File: src/rtl/stopwatch_pkg.sv
// Stopwatch controller shared definitions.
//   state_t     : controller state encoding
//   bcd_digit_t : one BCD digit
//   bcd4_t      : four BCD digits {d3,d2,d1,d0}
//   MAX_COUNT   : display value at which counting stops (99.99 s)
package stopwatch_pkg;

    typedef enum logic [2:0] {
        ST_IDLE,
        ST_RUN,
        ST_LAP,
        ST_STOP,
        ST_FULL
    } state_t;

    typedef logic [3:0] bcd_digit_t;
    typedef bcd_digit_t [3:0] bcd4_t;

    localparam logic [15:0] MAX_COUNT = 16'h9999;

endpackage

File: src/rtl/stopwatch_ctrl_if.sv
// Stopwatch controller bus: buttons in, counter-chain handshake, display/status out.
//   btn_ss, btn_lr : one-cycle debounced button pulses
//   cnt_digits     : live BCD digits from the external counter chain
//   cnt_enb        : count enable to the least-significant BCD counter
//   cnt_clr        : synchronous clear to every BCD counter
//   disp_digits    : digits to display (frozen lap value or live count)
//   running, lap_active, overflow : status flags
// modport slave  : the controller
// modport master : the surrounding system (buttons, counter chain, display)
interface stopwatch_ctrl_if;

    logic        btn_ss;
    logic        btn_lr;
    logic [15:0] cnt_digits;
    logic        cnt_enb;
    logic        cnt_clr;
    logic [15:0] disp_digits;
    logic        running;
    logic        lap_active;
    logic        overflow;

    modport slave (
        input  btn_ss, btn_lr, cnt_digits,
        output cnt_enb, cnt_clr, disp_digits, running, lap_active, overflow
    );

    modport master (
        output btn_ss, btn_lr, cnt_digits,
        input  cnt_enb, cnt_clr, disp_digits, running, lap_active, overflow
    );

endinterface

File: src/rtl/tick_prescaler.sv
// Divides the system clock down to the count tick.
//   clk, rst_n : clock, asynchronous active-low reset
//   run        : advance the count this cycle
//   clr        : force the count to 0 (wins over run)
//   tick       : high for the single cycle where a running count sits at DIV-1
// The count holds its phase whenever run is low, so a paused stopwatch
// resumes mid-tick instead of losing the partial interval.
module tick_prescaler #(
    parameter int DIV = 4  // must be >= 2
) (
    input  logic clk,
    input  logic rst_n,
    input  logic run,
    input  logic clr,
    output logic tick
);

    localparam int            W    = (DIV > 2) ? $clog2(DIV) : 1;
    localparam logic [W-1:0]  LAST = W'(DIV - 1);

    logic [W-1:0] count;

    // NOTE: sequential state is written only with non-blocking assignments so
    // every register samples pre-edge values regardless of block ordering.
    always_ff @(posedge clk or negedge rst_n) begin
        if (!rst_n) begin
            count <= '0;
        end else if (clr) begin
            count <= '0;
        end else if (run) begin
            if (count == LAST) count <= '0;
            else               count <= count + W'(1);
        end
    end

    assign tick = run && (count == LAST);

endmodule

File: src/rtl/stopwatch_ctrl.sv
// Stopwatch controller: start/stop, lap freeze, reset-to-zero and 99.99 s stop,
// driving an external chain of four BCD counters.
//   clk, rst_n : clock, asynchronous active-low reset
//   bus        : stopwatch_ctrl_if.slave (buttons, counter chain, display, flags)
// Parameters CLK_HZ / TICK_HZ set the tick divider DIV = CLK_HZ/TICK_HZ (>= 2).
module stopwatch_ctrl
    import stopwatch_pkg::*;
#(
    parameter int CLK_HZ  = 100_000_000,
    parameter int TICK_HZ = 100
) (
    input  logic            clk,
    input  logic            rst_n,
    stopwatch_ctrl_if.slave bus
);

    localparam int DIV = CLK_HZ / TICK_HZ;

    state_t state;
    state_t state_nxt;
    bcd4_t  lap_reg;
    logic   lap_capture;
    logic   cnt_clr_q;
    logic   tick;
    logic   counting;
    logic   at_max;

    assign counting = (state == ST_RUN) || (state == ST_LAP);
    assign at_max   = (bus.cnt_digits == MAX_COUNT);

    tick_prescaler #(.DIV(DIV)) u_prescaler (
        .clk   (clk),
        .rst_n (rst_n),
        .run   (counting),
        .clr   (state == ST_IDLE),
        .tick  (tick)
    );

    // Button checks come before the overflow check so a same-cycle press
    // wins; btn_ss is always tested first so it beats btn_lr.
    // NOTE: every always_comb output gets a default before the case so no
    // path leaves it unassigned and no latch is inferred.
    always_comb begin
        state_nxt   = state;
        lap_capture = 1'b0;
        unique case (state)
            ST_IDLE: if (bus.btn_ss) state_nxt = ST_RUN;
            ST_RUN: begin
                if (bus.btn_ss) begin
                    state_nxt = ST_STOP;
                end else if (bus.btn_lr) begin
                    state_nxt   = ST_LAP;
                    lap_capture = 1'b1;
                end else if (tick && at_max) begin
                    state_nxt = ST_FULL;
                end
            end
            ST_LAP: begin
                if      (bus.btn_ss)     state_nxt = ST_STOP;
                else if (bus.btn_lr)     state_nxt = ST_RUN;
                else if (tick && at_max) state_nxt = ST_FULL;
            end
            ST_STOP: begin
                if      (bus.btn_ss) state_nxt = ST_RUN;
                else if (bus.btn_lr) state_nxt = ST_IDLE;
            end
            ST_FULL: if (bus.btn_lr) state_nxt = ST_IDLE;
            default: state_nxt = ST_IDLE;
        endcase
    end

    // cnt_clr resets high so the counter chain is cleared on the first edge
    // after reset release, then pulses once on every later entry into IDLE.
    always_ff @(posedge clk or negedge rst_n) begin
        if (!rst_n) begin
            state     <= ST_IDLE;
            lap_reg   <= '0;
            cnt_clr_q <= 1'b1;
        end else begin
            state     <= state_nxt;
            cnt_clr_q <= (state_nxt == ST_IDLE) && (state != ST_IDLE);
            if (lap_capture) lap_reg <= bus.cnt_digits;
        end
    end

    assign bus.cnt_enb     = tick && counting && !at_max;
    assign bus.cnt_clr     = cnt_clr_q;
    assign bus.disp_digits = (state == ST_LAP) ? lap_reg : bus.cnt_digits;
    assign bus.running     = counting;
    assign bus.lap_active  = (state == ST_LAP);
    assign bus.overflow    = (state == ST_FULL);

endmodule

File: src/flat_wrapper.sv
// flat-port wrapper written by rule: the top's interface ports become plain ports
module stopwatch_ctrl_flat import stopwatch_pkg::*;
#(
    parameter int CLK_HZ  = 100_000_000,
    parameter int TICK_HZ = 100
)
  (clk, rst_n, bus_btn_ss, bus_btn_lr, bus_cnt_digits, bus_cnt_enb, bus_cnt_clr, bus_disp_digits, bus_running, bus_lap_active, bus_overflow);
  stopwatch_ctrl_if bus_i ();
  input  logic clk;
  input  logic rst_n;
  input wire logic [$bits(bus_i.btn_ss)-1:0] bus_btn_ss;
  input wire logic [$bits(bus_i.btn_lr)-1:0] bus_btn_lr;
  input wire logic [$bits(bus_i.cnt_digits)-1:0] bus_cnt_digits;
  output wire logic [$bits(bus_i.cnt_enb)-1:0] bus_cnt_enb;
  output wire logic [$bits(bus_i.cnt_clr)-1:0] bus_cnt_clr;
  output wire logic [$bits(bus_i.disp_digits)-1:0] bus_disp_digits;
  output wire logic [$bits(bus_i.running)-1:0] bus_running;
  output wire logic [$bits(bus_i.lap_active)-1:0] bus_lap_active;
  output wire logic [$bits(bus_i.overflow)-1:0] bus_overflow;
  assign bus_i.btn_ss = bus_btn_ss;
  assign bus_i.btn_lr = bus_btn_lr;
  assign bus_i.cnt_digits = bus_cnt_digits;
  assign bus_cnt_enb = bus_i.cnt_enb;
  assign bus_cnt_clr = bus_i.cnt_clr;
  assign bus_disp_digits = bus_i.disp_digits;
  assign bus_running = bus_i.running;
  assign bus_lap_active = bus_i.lap_active;
  assign bus_overflow = bus_i.overflow;
  stopwatch_ctrl #(.CLK_HZ(CLK_HZ), .TICK_HZ(TICK_HZ)) u_core (.clk(clk), .rst_n(rst_n), .bus(bus_i));
endmodule
File: config.mk
export PLATFORM = sky130hd
export DESIGN_NAME = stopwatch_ctrl_flat
export DESIGN_NICKNAME = d
export VERILOG_FILES = /design/src/rtl/stopwatch_pkg.sv /design/src/rtl/stopwatch_ctrl_if.sv /design/src/rtl/tick_prescaler.sv /design/src/rtl/stopwatch_ctrl.sv /design/src/flat_wrapper.sv
export SDC_FILE = /design/constraint.sdc
export NUM_CORES = 1
export LEC_CHECK = 0
export ABC_AREA = 1
export ABC_CLOCK_PERIOD_IN_PS = 2900
export BUFFER_PORTS_ARGS = -buffer_cell sky130_fd_sc_hd__buf_2
export CAP_MARGIN = 20
export CELL_PAD_IN_SITES_DETAIL_PLACEMENT = 2
export CELL_PAD_IN_SITES_GLOBAL_PLACEMENT = 2
export CORE_ASPECT_RATIO = 0.9
export CORE_UTILIZATION = 33
export CTS_BUF_LIST = sky130_fd_sc_hd__clkbuf_16
export DETAILED_ROUTE_END_ITERATION = 7
export PLACE_DENSITY = 0.89
export SLEW_MARGIN = 15
export SYNTH_ARGS = -nofsm -noshare
export SYNTH_HDL_FRONTEND = slang
export SYNTH_HIERARCHICAL = 1
export SYNTH_SLANG_ARGS = --single-unit
File: constraint.sdc
create_clock -name clk -period 2.9 [get_ports clk]
set_input_delay 0.87 -clock clk [delete_from_list [all_inputs] [get_ports clk]]
set_output_delay 0.87 -clock clk [all_outputs]
set_load 0.01 [all_outputs]
**Word level (Yosys, flattened, before mapping)**

Cells that the tools add are included.

- Add/subtract/negate cells: 1
- Equality and inequality tests: 6
- Muxes and demuxes: 16
- Reduce and logical (&&, ||, !) cells: 11

Operators with widths:

| kind | count |
|---|---|
| $mux W20 | 3 |
| $mux W3 | 8 |
| $add A20 B1 Y20 const B | 1 |
| $eq A20 B20 Y1 const B | 1 |
| $eq A16 B16 Y1 const B | 1 |
| $mux W16 | 1 |
| $pmux W3 S5 | 1 |
| $eq A3 B2 Y1 const B | 2 |
| $logic_not A3 Y1 | 2 |
| $logic_and A1 B1 Y1 | 5 |
| $eq A3 B1 Y1 const B | 1 |
| $eq A3 B3 Y1 const B | 1 |
| $mux W1 | 3 |
| $reduce_bool A3 Y1 | 1 |
| $reduce_bool A2 Y1 | 1 |
| $logic_not A1 Y1 | 1 |
| $logic_or A1 B1 Y1 | 1 |

- Output and inout port bits: 21
- Input port bits: 20
- Register bits after elaboration: 40
- Word-level logic and storage cells: 41

**Depth between registers and ports, before layout**

Gate-level depths: netlist of run 1.

- Depth in word-level cells: 10
- Depth in mapped cells: 12
- Gate-level depth less buffers: 12

**By module**

Netlist of run 1, hierarchy kept.

By module, submodules not included:

| module | area each (µm²) | sequential area each (µm²) | instances | cells each |
|---|---|---|---|---|
| tick_prescaler | 1303.8 | 500.5 | 1 | 192 |
| stopwatch_ctrl | 1171.1 | 501.7 | 1 | 175 |

**Worst setup path after synthesis of run 1**

Ideal clock, no wire load.

- Path kind: flip-flop to output port
- Start point: register u_core.state[2]
- End point: output port bus_cnt_enb
- Required time: 2030 ps
- Buffers on the path: 0
- Stages on the path, launching flop included: 9
- Path slack: 590 ps
- Arrival time: 1440 ps
- Cells stage by stage: dfrtp_1 inv_1 nand3_1 nand2_1 inv_1 nor2_1 a21boi_1 inv_1 nor2_1

- Longest elaborated chain between the ends: 5
- Elaborated cells between the ends (all ways): 6
- Those cells by class: eq/ne: 2; reduce/logical: 4

Ends and longest elaborated chain:

| what | RTL line | RTL |
|---|---|---|
| start, declared | stopwatch_ctrl.sv:19 | `state_t state;` |
| start signal, assigned | stopwatch_ctrl.sv:80 | `state <= state_nxt;` |
| $eq A3 B1 Y1 or $eq A3 B2 Y1 (tied branches) | stopwatch_ctrl.sv:28 | `assign counting = (state == ST_RUN) \|\| (state == ST_LAP);` |
| $logic_or A1 B1 Y1 (*) | stopwatch_ctrl.sv:28 |  |
| via bus_running | flat_wrapper.sv:17 | `output wire logic [$bits(bus_i.running)-1:0] bus_running;` |
| $logic_and A1 B1 Y1 (*) | tick_prescaler.sv:36 | `assign tick = run && (count == LAST);` |
| via u_core.tick | stopwatch_ctrl.sv:24 | `logic tick;` |
| $logic_and A1 B1 Y1 (*) (2 in a row) | stopwatch_ctrl.sv:86 | `assign bus.cnt_enb = tick && counting && !at_max;` |
| end, declared | flat_wrapper.sv:14 | `output wire logic [$bits(bus_i.cnt_enb)-1:0] bus_cnt_enb;` |

Mark *: on every way through the listed nets, which the timed path passes. The rest lies on a longest branch.

**Final worst setup path of run 1**

- Start point: register u_core.state[0]
- End point: output port bus_disp_digits[0]

- Longest elaborated chain between the ends: 2

Ends and longest elaborated chain:

| what | RTL line | RTL |
|---|---|---|
| $eq A3 B2 Y1 | stopwatch_ctrl.sv:88 | `assign bus.disp_digits = (state == ST_LAP) ? lap_reg : bus.cnt_digits;` |
| $mux W16 | stopwatch_ctrl.sv:88 |  |
| end, declared | flat_wrapper.sv:16 | `output wire logic [$bits(bus_i.disp_digits)-1:0] bus_disp_digits;` |

Every way passes these cells.

==> reports/metrics.json, run 1 <==
{
  "ys.warnings.count": {"value": 6},
  "number_of_synthesized_register_bits": {"value": 40},
  "dpl.hpwl": {"value": 6.210, "unit": "mm"},
  "cts.sink_count": {"value": 40},
  "regToRegStartpoint": {"value": "u_core/state[0]$_DFF_PN0_"},
  "ioPinCount": {"value": 41},
  "grt_start_max_net_pins": {"value": 34},
  "netlist_area": {"value": 0.002475, "unit": "mm²"},
  "die_h": {"value": 84.16, "unit": "µm"},
  "fill_cells": {"value": 835},
  "antenna_left": {"value": 0},
  "antenna_cells_inserted": {"value": 0},
  "post_route_cells_drive_above_1_share": {"value": 21.53, "unit": "%"},
  "portBuffers": {"value": 40},
  "largest_register_ffs": {"value": 20},
  "mappedNetlistNets": {"value": 388},
  "netlist_instances": {"value": 367},
  "maxCapViolCount": {"value": 0},
  "gp_congestion": {"value": 0.8006},
  "areaGrowthSynthToFinish": {"value": 25.68, "unit": "%"},
  "first_pass_iters": {"value": 4},
  "postLayoutCellArea": {"value": 0.003110, "unit": "mm²"},
  "drv_slew": {"value": 0},
  "timing.final.hold_violations": {"value": 0},
  "finalWirelength": {"value": 11.76, "unit": "mm"},
  "chip_width": {"value": 93.29, "unit": "µm"},
  "synth_cell_type_count": {"value": 26},
  "vias_per_cell": {"value": 5.446},
  "via_count_of_the_first_global_routing_pass": {"value": 2940},
  "fin_nets": {"value": 439},
  "timing_worst_setup_path_type": {"value": "flop to output pin"},
  "power_per_cell_area": {"value": 837.4, "unit": "mW/mm²"},
  "hold_class": {"value": "input pin to async pin"},
  "drt_first_iter_violations": {"value": 131},
  "total_setup_violations_reported_at_the_end_of_the_flow": {"value": 2},
  "finalWorstSetupSlack": {"value": -0.09705, "unit": "ns"},
  "cts.clk_slew.worst_paths": {"value": 0.06, "unit": "ns"},
  "clkLatencyLatePin": {"value": 0.30, "unit": "ns"},
  "arrival": {"value": 2.13, "unit": "ns"},
  "core.rowCount": {"value": 29},
  "global_route_overflow": {"value": 0},
  "fin_crit": {"value": 2.997, "unit": "ns"},
  "via_count": {"value": 2783},
  "power.static_leakage": {"value": 1.528, "unit": "nW"},
  "status": {"value": "complete, but fails checks"},
  "worstRegToRegCells": {"value": 8},
  "syn-mean-instance-area": {"value": 6.744, "unit": "µm²"},
  "fin_total_pwr": {"value": 2.605, "unit": "mW"},
  "max-vdd-ir-drop": {"value": 0.6104, "unit": "mV"},
  "worst_relative_slew_slack": {"value": 53.27, "unit": "%"},
  "antenna_found_initial": {"value": 0},
  "layout_commonest_cell": {"value": "sky130_fd_sc_hd__nand2_1"},
  "cp_data_required_time": {"value": 2.03, "unit": "ns"},
  "crit_start_category": {"value": "flop"},
  "ys_top_cells_by_area": {"value": "sky130_fd_sc_hd__dfrtp_1 (39%), sky130_fd_sc_hd__nand2_1 (16%), sky130_fd_sc_hd__nor2_1 (8.8%)"},
  "worst_pin_slew": {"value": 0.7002, "unit": "ns"},
  "drt-wirelength-per-cell": {"value": 23.02, "unit": "µm"},
  "setup.worst_path.end_class": {"value": "output pin"},
  "die_area": {"value": 0.007850, "unit": "mm²"},
  "maximum_level_of_the_cts_h_tree": {"value": 2},
  "fin_setup_tns": {"value": -0.1534, "unit": "ns"},
  "rrSetupSlack": {"value": 0.37, "unit": "ns"},
  "maxClockFrequency": {"value": 333.7, "unit": "MHz"},
  "netlist.top_cell.by_area": {"value": "sky130_fd_sc_hd__dfrtp_1"},
  "core_area": {"value": 0.007148, "unit": "mm²"},
  "synth-seq-area-share": {"value": 40.50, "unit": "%"},
  "cts_buffer_depth": {"value": 2},
  "placed_cell_area": {"value": 0.002770, "unit": "mm²"},
  "cts_tree": {"value": "built"},
  "wire_length_of_the_first_global_routing_pass": {"value": 16.15, "unit": "mm"},
  "rr_endpoint": {"value": "u_core/u_prescaler/count[2]$_DFFE_PN0P_"},
  "period_share": {"value": 103.3, "unit": "%"},
  "violated_checks": {"value": "negative setup slack"},
  "gr-usage-all-layers": {"value": 27.21, "unit": "%"},
  "finalClockSkew": {"value": 0.004803, "unit": "ns"},
  "commonest_non_fill_non_tap_cells_in_the_layout": {"value": "sky130_fd_sc_hd__nand2_1 (106), sky130_fd_sc_hd__inv_1 (52), sky130_fd_sc_hd__nor2_1 (51)"},
  "root_buffer": {"value": "sky130_fd_sc_hd__clkbuf_16"},
  "number_of_remaining_drc_errors": {"value": 0},
  "path_max_fanout": {"value": 33},
  "cts-buffers-inserted": {"value": 5},
  "synth_largest_type_area_fraction": {"value": 39.43, "unit": "%"},
  "initial_utilization": {"value": 34.62, "unit": "%"}
}
cell usage after synthesis:
cell type and n:
sky130_fd_sc_hd__a21boi_0 1, sky130_fd_sc_hd__a21boi_1 1, sky130_fd_sc_hd__a21oi_1 6, sky130_fd_sc_hd__buf_2 5
sky130_fd_sc_hd__buf_6 2, sky130_fd_sc_hd__clkbuf_1 1, sky130_fd_sc_hd__dfrtp_1 39, sky130_fd_sc_hd__dfstp_2 1
sky130_fd_sc_hd__ha_1 1, sky130_fd_sc_hd__inv_1 53, sky130_fd_sc_hd__inv_2 1, sky130_fd_sc_hd__nand2_1 107
sky130_fd_sc_hd__nand2_2 2, sky130_fd_sc_hd__nand2b_1 1, sky130_fd_sc_hd__nand3_1 22, sky130_fd_sc_hd__nand3_2 2
sky130_fd_sc_hd__nand4_1 9, sky130_fd_sc_hd__nor2_1 58, sky130_fd_sc_hd__nor2_2 4, sky130_fd_sc_hd__nor2_4 3
sky130_fd_sc_hd__nor3_1 1, sky130_fd_sc_hd__o21ai_0 35, sky130_fd_sc_hd__o21bai_1 2, sky130_fd_sc_hd__o22ai_1 2
sky130_fd_sc_hd__xnor2_1 2, sky130_fd_sc_hd__xor2_1 6
through the flow:
| step | hold slack (ns) | util (%) | setup slack (ns) | cells |
|---|---|---|---|---|
| floorplan | 0.4534 | - | 0.5899 | 367 |
| global placement | 0.4676 | 38.75 | 0.3922 | 496 |
| detailed placement | 0.4779 | 38.75 | 0.3042 | 496 |
| CTS | 0.3863 | 41.75 | 0.004613 | 504 |
| global route | 0.3839 | 43.51 | -0.1591 | 511 |
| finish | 0.3772 | 43.51 | -0.09705 | 511 |
cells by family after synthesis:
logic type / count (synthesis) / share of synthesized area [%]
buffers and inverters: 62 / 10.26
xor gates and xnor gates: 8 / 2.831
AOI/OAI and AO/OA: 47 / 10.01
and+or+nand+nor: 209 / 35.89
DFF: 40 / 40.50
adders and majority gates: 1 / 0.5055
critical path, stage by stage, from the launching register on:
cell and delay [ns]:
sky130_fd_sc_hd__dfrtp_1 0.47, sky130_fd_sc_hd__inv_1 0.11, sky130_fd_sc_hd__nand3_2 0.23, sky130_fd_sc_hd__inv_1 0.15, sky130_fd_sc_hd__buf_4 0.33, sky130_fd_sc_hd__nand2_1 0.14
sky130_fd_sc_hd__o21ai_0 0.17, sky130_fd_sc_hd__buf_2 0.22
layer usage:
| metal | GRT usage [%] | share of wire (%) | wire length (µm) | vias to the layer above |
|---|---|---|---|---|
| li1 | - | - | - | 1236 |
| met1 | 34.03 | 40 | 4763 | 1409 |
| met2 | 46.59 | 50 | 5883 | 103 |
| met3 | 5.707 | 5.2 | 610 | 35 |
| met4 | 8.951 | 4.3 | 504 | 0 |
| met5 | 0 | 0 | 0 | - |
worst max path at each step:
stage	start	to	slack (ns)	depth (start not counted)
CTS	u_core/state[2]$_DFF_PN0_	bus_cnt_enb	0.005	9
floorplan	u_core/state[2]$_DFF_PN0_	bus_cnt_enb	0.59	8
global route	u_core/state[0]$_DFF_PN0_	bus_disp_digits[0]	-0.16	7
finish	u_core/state[0]$_DFF_PN0_	bus_disp_digits[0]	-0.1	7
detailed placement	u_core/state[2]$_DFF_PN0_	bus_cnt_enb	0.30	9
global placement	bus_cnt_digits[2]	bus_cnt_enb	0.39	8
final cells by class:
cell class	count	area, µm²	area share (%)
flip-flops and latches	40	1008	32.42
repair buffers	52	290.3	9.332
multi-input cells	265	1308	42.04
well taps	93	116.4	3.741
clock inverters	2	60.06	1.931
clock buffers	5	125.1	4.023
inverters	54	202.7	6.516
timing repair:
item	CTS	global route
endpoints found under the hold margin	0	0
setup buffers	1	7
pin swaps	0	3
endpoints found under the setup margin	1	1
hold buffers	0	0
gates resized for setup	7	19
where the power goes:
| group | internal, mW | switching (mW) |
|---|---|---|
| registers | 0.705 | 0.137 |
| logic | 0.289 | 0.731 |
| clock network | 0.489 | 0.255 |
| total | 1.48 | 1.12 |
No activity file was read; power rests on OpenSTA's default activity.
==> run 2, diff against run 1 <==
--- a/config.mk
+++ b/config.mk
@@ -12,9 +12,11 @@
 export CELL_PAD_IN_SITES_DETAIL_PLACEMENT = 2
 export CELL_PAD_IN_SITES_GLOBAL_PLACEMENT = 2
 export CORE_ASPECT_RATIO = 0.9
+export CORE_MARGIN = 2
 export CORE_UTILIZATION = 33
 export CTS_BUF_LIST = sky130_fd_sc_hd__clkbuf_16
 export DETAILED_ROUTE_END_ITERATION = 7
+export HOLD_SLACK_MARGIN = 0.05
 export PLACE_DENSITY = 0.89
 export SLEW_MARGIN = 15
 export SYNTH_ARGS = -nofsm -noshare
==> run 2 against run 1 <==
  * Flip-flop and latch count unchanged
  * Die area increased by 4.6%
  * The flow now finishes without violations
  * Highest routed layer unchanged
  * Combinational power is essentially flat
==> reports/metrics.json, run 2 (synthesized netlist as in run 1, its figures left out) <==
{
  "antenna_left": {"value": 0, "change": "unchanged"},
  "power_per_cell_area": {"value": 805.4, "unit": "mW/mm²", "change": "-3.8%"},
  "chip_width": {"value": 95.29, "unit": "µm", "change": "+2.1%"},
  "commonest_non_fill_non_tap_cells_in_the_layout": {"value": "sky130_fd_sc_hd__nand2_1 (106), sky130_fd_sc_hd__inv_1 (54), sky130_fd_sc_hd__nor2_1 (51)"},
  "timing_worst_setup_path_type": {"value": "flop to output pin"},
  "initial_utilization": {"value": 34.62, "unit": "%", "change": "unchanged"},
  "total_setup_violations_reported_at_the_end_of_the_flow": {"value": 0, "change": "-2"},
  "core.rowCount": {"value": 29, "change": "unchanged"},
  "crit_path_start": {"value": "u_core/u_prescaler/count[0]$_DFFE_PN0P_"},
  "first_pass_iters": {"value": 4, "change": "unchanged"},
  "power.static_leakage": {"value": 1.482, "unit": "nW", "change": "-3.0%"},
  "crit_start_category": {"value": "flop"},
  "clkLatencyLatePin": {"value": 0.29, "unit": "ns", "change": "about the same"},
  "core_area": {"value": 0.007148, "unit": "mm²", "change": "unchanged"},
  "arrival": {"value": 1.97, "unit": "ns", "change": "-0.16 ns"},
  "maxClockFrequency": {"value": 352.1, "unit": "MHz", "change": "+5.5%"},
  "largest_register_ffs": {"value": 20, "change": "unchanged"},
  "grt_start_max_net_pins": {"value": 34, "change": "unchanged"},
  "post_route_cells_drive_above_1_share": {"value": 20.05, "unit": "%", "change": "-1.5 points"},
  "via_count": {"value": 2703, "change": "-2.9%"},
  "portBuffers": {"value": 40, "change": "unchanged"},
  "worst_relative_slew_slack": {"value": 56.63, "unit": "%", "change": "+3.4 points"},
  "gp_congestion": {"value": 0.7817, "change": "-2.4%"},
  "timing.final.hold_violations": {"value": 0, "change": "unchanged"},
  "hold_class": {"value": "input pin to async pin"},
  "status": {"value": "complete, no violations"},
  "root_buffer": {"value": "sky130_fd_sc_hd__clkbuf_16"},
  "areaGrowthSynthToFinish": {"value": 21.79, "unit": "%"},
  "die_h": {"value": 86.16, "unit": "µm", "change": "+2.4%"},
  "number_of_remaining_drc_errors": {"value": 0, "change": "unchanged"},
  "regToRegStartpoint": {"value": "u_core/state[0]$_DFF_PN0_"},
  "die_area": {"value": 0.008209, "unit": "mm²", "change": "+4.6%"},
  "antenna_cells_inserted": {"value": 0, "change": "unchanged"},
  "cts.clk_slew.worst_paths": {"value": 0.06, "unit": "ns", "change": "about the same"},
  "wire_length_of_the_first_global_routing_pass": {"value": 15.85, "unit": "mm", "change": "-1.9%"},
  "cts_hold_buffers": {"value": 0, "change": "unchanged"},
  "timing.hold.ws": {"value": 0.4303, "unit": "ns", "change": "+0.05318 ns"},
  "maximum_level_of_the_cts_h_tree": {"value": 2, "change": "unchanged"},
  "vias_per_cell": {"value": 5.331, "change": "-2.1%"},
  "maxCapViolCount": {"value": 0, "change": "unchanged"},
  "cp_data_required_time": {"value": 2.03, "unit": "ns", "change": "about the same"},
  "drv_slew": {"value": 0, "change": "unchanged"},
  "dpl.hpwl": {"value": 6.271, "unit": "mm", "change": "+0.98%"},
  "period_share": {"value": 97.94, "unit": "%", "change": "-5.4 points"},
  "via_count_of_the_first_global_routing_pass": {"value": 2934, "change": "-0.20%"},
  "fin_crit": {"value": 2.840, "unit": "ns", "change": "-0.1569 ns"},
  "drt_first_iter_violations": {"value": 102, "change": "-22%"},
  "worst_pin_slew": {"value": 0.6498, "unit": "ns", "change": "-0.05044 ns"},
  "fin_nets": {"value": 434, "change": "-1.1%"},
  "gr-usage-all-layers": {"value": 25.52, "unit": "%", "change": "-1.7 points"},
  "cts-buffers-inserted": {"value": 5, "change": "unchanged"},
  "setup.worst_path.end_class": {"value": "output pin"},
  "layout_commonest_cell": {"value": "sky130_fd_sc_hd__nand2_1"},
  "max-vdd-ir-drop": {"value": 0.5088, "unit": "mV", "change": "-17%"},
  "cts_buffer_depth": {"value": 2, "change": "unchanged"},
  "path_max_fanout": {"value": 4, "change": "-88%"},
  "finalWirelength": {"value": 11.11, "unit": "mm", "change": "-5.5%"},
  "antenna_found_initial": {"value": 0, "change": "unchanged"},
  "finalClockSkew": {"value": 0.006676, "unit": "ns", "change": "+0.001873 ns"},
  "drt-wirelength-per-cell": {"value": 21.91, "unit": "µm", "change": "-4.8%"},
  "ioPinCount": {"value": 41, "change": "unchanged"},
  "finish.utilization": {"value": 42.17, "unit": "%", "change": "-1.3 points"},
  "cts.sink_count": {"value": 40, "change": "unchanged"},
  "global_route_overflow": {"value": 0, "change": "unchanged"},
  "cts_tree": {"value": "built"}
}
[run 2: worst paths after layout]
kind,endpoint,slack (ns),cells past startpoint
worst min register to register,u_core/lap_reg[3]$_DFFE_PN0P_,0.50,2
max in group asynchronous,u_core/bus.cnt_clr$_DFF_PN1_,1.87,2
worst max-delay path,bus_cnt_enb,0.06,9
min in group clk,u_core/lap_reg[3]$_DFFE_PN0P_,0.50,2
worst max register to register,u_core/u_prescaler/count[6]$_DFFE_PN0P_,0.59,8
worst min-delay path,u_core/lap_reg[14]$_DFFE_PN0P_,0.43,1
[run 2: worst max-delay path, cell delays in order, from the launching register on]
cell and delay (ns):
sky130_fd_sc_hd__dfrtp_2 0.45, sky130_fd_sc_hd__ha_4 0.20, sky130_fd_sc_hd__nand3_4 0.11, sky130_fd_sc_hd__nor2_4 0.16, sky130_fd_sc_hd__nand3_4 0.12, sky130_fd_sc_hd__nor2_4 0.11
sky130_fd_sc_hd__a21boi_4 0.20, sky130_fd_sc_hd__inv_1 0.07, sky130_fd_sc_hd__nor2_2 0.11, sky130_fd_sc_hd__buf_2 0.14
[run 2: final cells by class]
type                    count  area [µm²]
clock inverters             3       11.26
fillers                   833        4134
multi-input cells         265        1297
repair buffers             47       252.7
inverters                  54       202.7
well taps                  93       116.4
flip-flops and latches     40        1008
clock buffers               5       125.1
[run 2: layer usage]
layer,vias up,wire length [µm],track usage [%]
met5,-,0,0
met4,0,306,9.881
met3,25,354,4.218
met2,56,5647,43.53
met1,1388,4801,32.12
li1,1234,-,-
[run 2: repair_timing]
| item | in CTS | in global routing |
|---|---|---|
| setup endpoints to repair | 1 | 1 |
| pin swaps | 0 | 1 |
| setup buffers | 1 | 2 |
| gates cloned | 0 | 0 |
| resized for setup | 7 | 17 |
[run 2: where the power goes]
part           switching, mW  internal (mW)
Sequential             0.141          0.706
Combinational          0.731          0.305
Clock                  0.233          0.310
[run 2: per-stage QoR]
stage | setup slack, ns | area [µm²] | setup TNS (ns) | cells | total power, mW
after detailed placement | 0.2399 | 2770 | 0 | 496 | 1.671
after CTS | 0.01380 | 2933 | 0 | 505 | 2.259
after global routing | -0.02367 | 3014 | -0.07054 | 507 | 2.577
after global placement | 0.3758 | 2770 | 0 | 496 | 1.607
final | 0.05983 | 3014 | 0 | 507 | 2.427
after floorplan | 0.5899 | 2475 | 0 | 367 | 1.370
==> run 3, diff against run 2 <==
--- a/config.mk
+++ b/config.mk
@@ -6,7 +6,6 @@
 export NUM_CORES = 1
 export LEC_CHECK = 0
 export ABC_AREA = 1
-export ABC_CLOCK_PERIOD_IN_PS = 2900
 export BUFFER_PORTS_ARGS = -buffer_cell sky130_fd_sc_hd__buf_2
 export CAP_MARGIN = 20
 export CELL_PAD_IN_SITES_DETAIL_PLACEMENT = 2
==> constraint.sdc (replaced) <==
create_clock -name clk -period 2.9 [get_ports clk]
set_input_delay 0.435 -clock clk [delete_from_list [all_inputs] [get_ports clk]]
set_output_delay 0.435 -clock clk [all_outputs]
set_load 0.01 [all_outputs]
==> run 3 against run 2 <==
  * Die area did not move
  * Total power shrank 8.6%
  * Highest routed layer unchanged
  * Via count is 4.8% lower
  * Clock-buffer cell count unchanged
  * Maximum frequency rose by 13%
  * Routed wire length fell by 20%
  * Register-to-register slack about the same
  * Critical endpoint unchanged
  * Critical path type unchanged
  * Cell count is 0.99% lower
  * Clock skew hardly changed
==> reports/metrics.json, run 3 (synthesized netlist as in run 1, its figures left out) <==
{
  "cts.clk_slew.worst_paths": {"value": 0.06, "unit": "ns", "change": "about the same"},
  "setup.worst_path.end": {"value": "bus_cnt_enb"},
  "max-vdd-ir-drop": {"value": 0.3277, "unit": "mV", "change": "-36%"},
  "cts_resized": {"value": 0, "change": "-7"},
  "die_h": {"value": 86.16, "unit": "µm", "change": "unchanged"},
  "worstRegToRegCells": {"value": 8, "change": "unchanged"},
  "global_route_overflow": {"value": 0, "change": "unchanged"},
  "cp_data_required_time": {"value": 2.47, "unit": "ns", "change": "+0.44 ns"},
  "arrival": {"value": 2.09, "unit": "ns", "change": "+0.12 ns"},
  "core_area": {"value": 0.007148, "unit": "mm²", "change": "unchanged"},
  "largest_register_ffs": {"value": 20, "change": "unchanged"},
  "cts.sink_count": {"value": 40, "change": "unchanged"},
  "finalClockSkew": {"value": 0.006960, "unit": "ns", "change": "+0.0002838 ns"},
  "maximum_level_of_the_cts_h_tree": {"value": 2, "change": "unchanged"},
  "drt_first_iter_violations": {"value": 135, "change": "+32%"},
  "post_route_cells_drive_above_1_share": {"value": 14.67, "unit": "%", "change": "-5.4 points"},
  "gr-usage-all-layers": {"value": 23.67, "unit": "%", "change": "-1.9 points"},
  "rr_endpoint": {"value": "u_core/u_prescaler/count[2]$_DFFE_PN0P_"},
  "hold_class": {"value": "input pin to async pin"},
  "period_share": {"value": 87.02, "unit": "%", "change": "-11 points"},
  "maxCapViolCount": {"value": 0, "change": "unchanged"},
  "cts-buffers-inserted": {"value": 5, "change": "unchanged"},
  "antenna_left": {"value": 0, "change": "unchanged"},
  "via_count_of_the_first_global_routing_pass": {"value": 2843, "change": "-3.1%"},
  "cts_hold_buffers": {"value": 0, "change": "unchanged"},
  "power.static_leakage": {"value": 1.464, "unit": "nW", "change": "-1.2%"},
  "total_setup_violations_reported_at_the_end_of_the_flow": {"value": 0, "change": "unchanged"},
  "drv_slew": {"value": 0, "change": "unchanged"},
  "timing.final.hold_violations": {"value": 0, "change": "unchanged"},
  "portBuffers": {"value": 40, "change": "unchanged"},
  "antenna_found_initial": {"value": 0, "change": "unchanged"},
  "power_per_cell_area": {"value": 766.9, "unit": "mW/mm²", "change": "-4.8%"},
  "via_count": {"value": 2572, "change": "-4.8%"},
  "cts_tree": {"value": "built"},
  "maxClockFrequency": {"value": 396.3, "unit": "MHz", "change": "+13%"},
  "timing_worst_setup_path_type": {"value": "flop to output pin"},
  "wire_length_of_the_first_global_routing_pass": {"value": 14.91, "unit": "mm", "change": "-5.9%"},
  "first_pass_iters": {"value": 4, "change": "unchanged"},
  "root_buffer": {"value": "sky130_fd_sc_hd__clkbuf_16"},
  "layout_commonest_cell": {"value": "sky130_fd_sc_hd__nand2_1"},
  "path_max_fanout": {"value": 4, "change": "unchanged"},
  "fin_crit": {"value": 2.524, "unit": "ns", "change": "-0.3166 ns"},
  "rsz0062_at_grt": {"value": "no"},
  "core.rowCount": {"value": 29, "change": "unchanged"},
  "crit_path_start": {"value": "u_core/u_prescaler/count[0]$_DFFE_PN0P_"},
  "fin_total_pwr": {"value": 2.218, "unit": "mW", "change": "-8.6%"},
  "worst_relative_slew_slack": {"value": 36.92, "unit": "%", "change": "-20 points"},
  "setup.worst_path.end_class": {"value": "output pin"},
  "postLayoutCellArea": {"value": 0.002892, "unit": "mm²", "change": "-4.1%"},
  "crit_start_category": {"value": "flop"},
  "finalWirelength": {"value": 8.879, "unit": "mm", "change": "-20%"},
  "number_of_remaining_drc_errors": {"value": 0, "change": "unchanged"},
  "initial_utilization": {"value": 34.62, "unit": "%", "change": "unchanged"},
  "status": {"value": "complete, no violations"},
  "fin_setup_tns": {"value": 0, "unit": "ns", "change": "unchanged"},
  "chip_width": {"value": 95.29, "unit": "µm", "change": "unchanged"},
  "grt_start_max_net_pins": {"value": 41, "change": "+21%"},
  "regToRegStartpoint": {"value": "u_core/state[1]$_DFF_PN0_"},
  "cts_buffer_depth": {"value": 2, "change": "unchanged"},
  "commonest_non_fill_non_tap_cells_in_the_layout": {"value": "sky130_fd_sc_hd__nand2_1 (107), sky130_fd_sc_hd__nor2_1 (58), sky130_fd_sc_hd__inv_1 (55)"},
  "ioPinCount": {"value": 41, "change": "unchanged"},
  "rrSetupSlack": {"value": 0.58, "unit": "ns", "change": "about the same"},
  "postCtsSetupBuffers": {"value": 0, "change": "-1"},
  "gp_congestion": {"value": 0.7788, "change": "-0.37%"},
  "areaGrowthSynthToFinish": {"value": 16.84, "unit": "%"},
  "dpl.hpwl": {"value": 6.013, "unit": "mm", "change": "-4.1%"},
  "placed_cell_area": {"value": 0.002755, "unit": "mm²", "change": "-0.54%"},
  "fin_nets": {"value": 429, "change": "-1.2%"},
  "clkLatencyLatePin": {"value": 0.28, "unit": "ns", "change": "about the same"},
  "worst_pin_slew": {"value": 0.9462, "unit": "ns", "change": "+0.2964 ns"},
  "antenna_cells_inserted": {"value": 0, "change": "unchanged"},
  "vias_per_cell": {"value": 5.124, "change": "-3.9%"},
  "die_area": {"value": 0.008209, "unit": "mm²", "change": "unchanged"},
  "drt-wirelength-per-cell": {"value": 17.69, "unit": "µm", "change": "-19%"}
}
run 3: cell type report:
type	count	area (µm²)
Sequential cell	40	1002
Fill cell	878	4257
Inverter	54	202.7
Timing Repair Buffer	42	215.2
Clock buffer	5	125.1
Multi-Input combinational cell	265	1219
Tap cell	93	116.4
Clock inverter	3	11.26
run 3: where the power goes:
part	total, mW	switching [mW]	internal, mW
Clock	0.532	0.222	0.310
Combinational	0.870	0.613	0.257
Sequential	0.815	0.110	0.705
run 3: worst min-delay path by stage:
stage	endpoint	slack, ns	depth (start not counted)
after floorplan	u_core/lap_reg[0]$_DFFE_PN0P_	0.14	0
after global placement	u_core/lap_reg[8]$_DFFE_PN0P_	0.47	2
after detailed placement	u_core/lap_reg[8]$_DFFE_PN0P_	0.48	2
after CTS	u_core/u_prescaler/count[1]$_DFFE_PN0P_	0.34	1
after global routing	u_core/u_prescaler/count[1]$_DFFE_PN0P_	0.38	1
final	u_core/lap_reg[4]$_DFFE_PN0P_	0.30	1
run 3: per-stage QoR:
stage | util [%] | worst slack (ns) | cells | hold slack (ns)
6_report | 40.45 | 0.3765 | 502 | 0.3011
5_1_grt | 40.45 | 0.2169 | 502 | 0.3763
4_1_cts | 40.45 | 0.3695 | 502 | 0.3369
3_5_place_dp | 38.54 | 0.7279 | 494 | 0.4814
3_3_place_gp | 38.54 | 0.8433 | 494 | 0.4690
2_1_floorplan | - | 1.025 | 367 | 0.1394
run 3: critical path, stage by stage (launching register included):
cell                       delay (ns)
sky130_fd_sc_hd__dfrtp_1         0.40
sky130_fd_sc_hd__ha_1            0.24
sky130_fd_sc_hd__nand3_2         0.14
sky130_fd_sc_hd__nor2_1          0.17
sky130_fd_sc_hd__nand3_1         0.17
sky130_fd_sc_hd__nor2_1          0.18
sky130_fd_sc_hd__a21boi_1        0.23
sky130_fd_sc_hd__inv_1           0.06
sky130_fd_sc_hd__nor2_1          0.08
sky130_fd_sc_hd__buf_2           0.13
run 3: routing by layer:
metal  vias up  wire length, µm  track usage, %
li1       1220                -               -
met1      1292             4016           30.04
met2        48             4486           41.74
met3        12              230           3.427
met4         0              146           6.456
met5         -                0               0
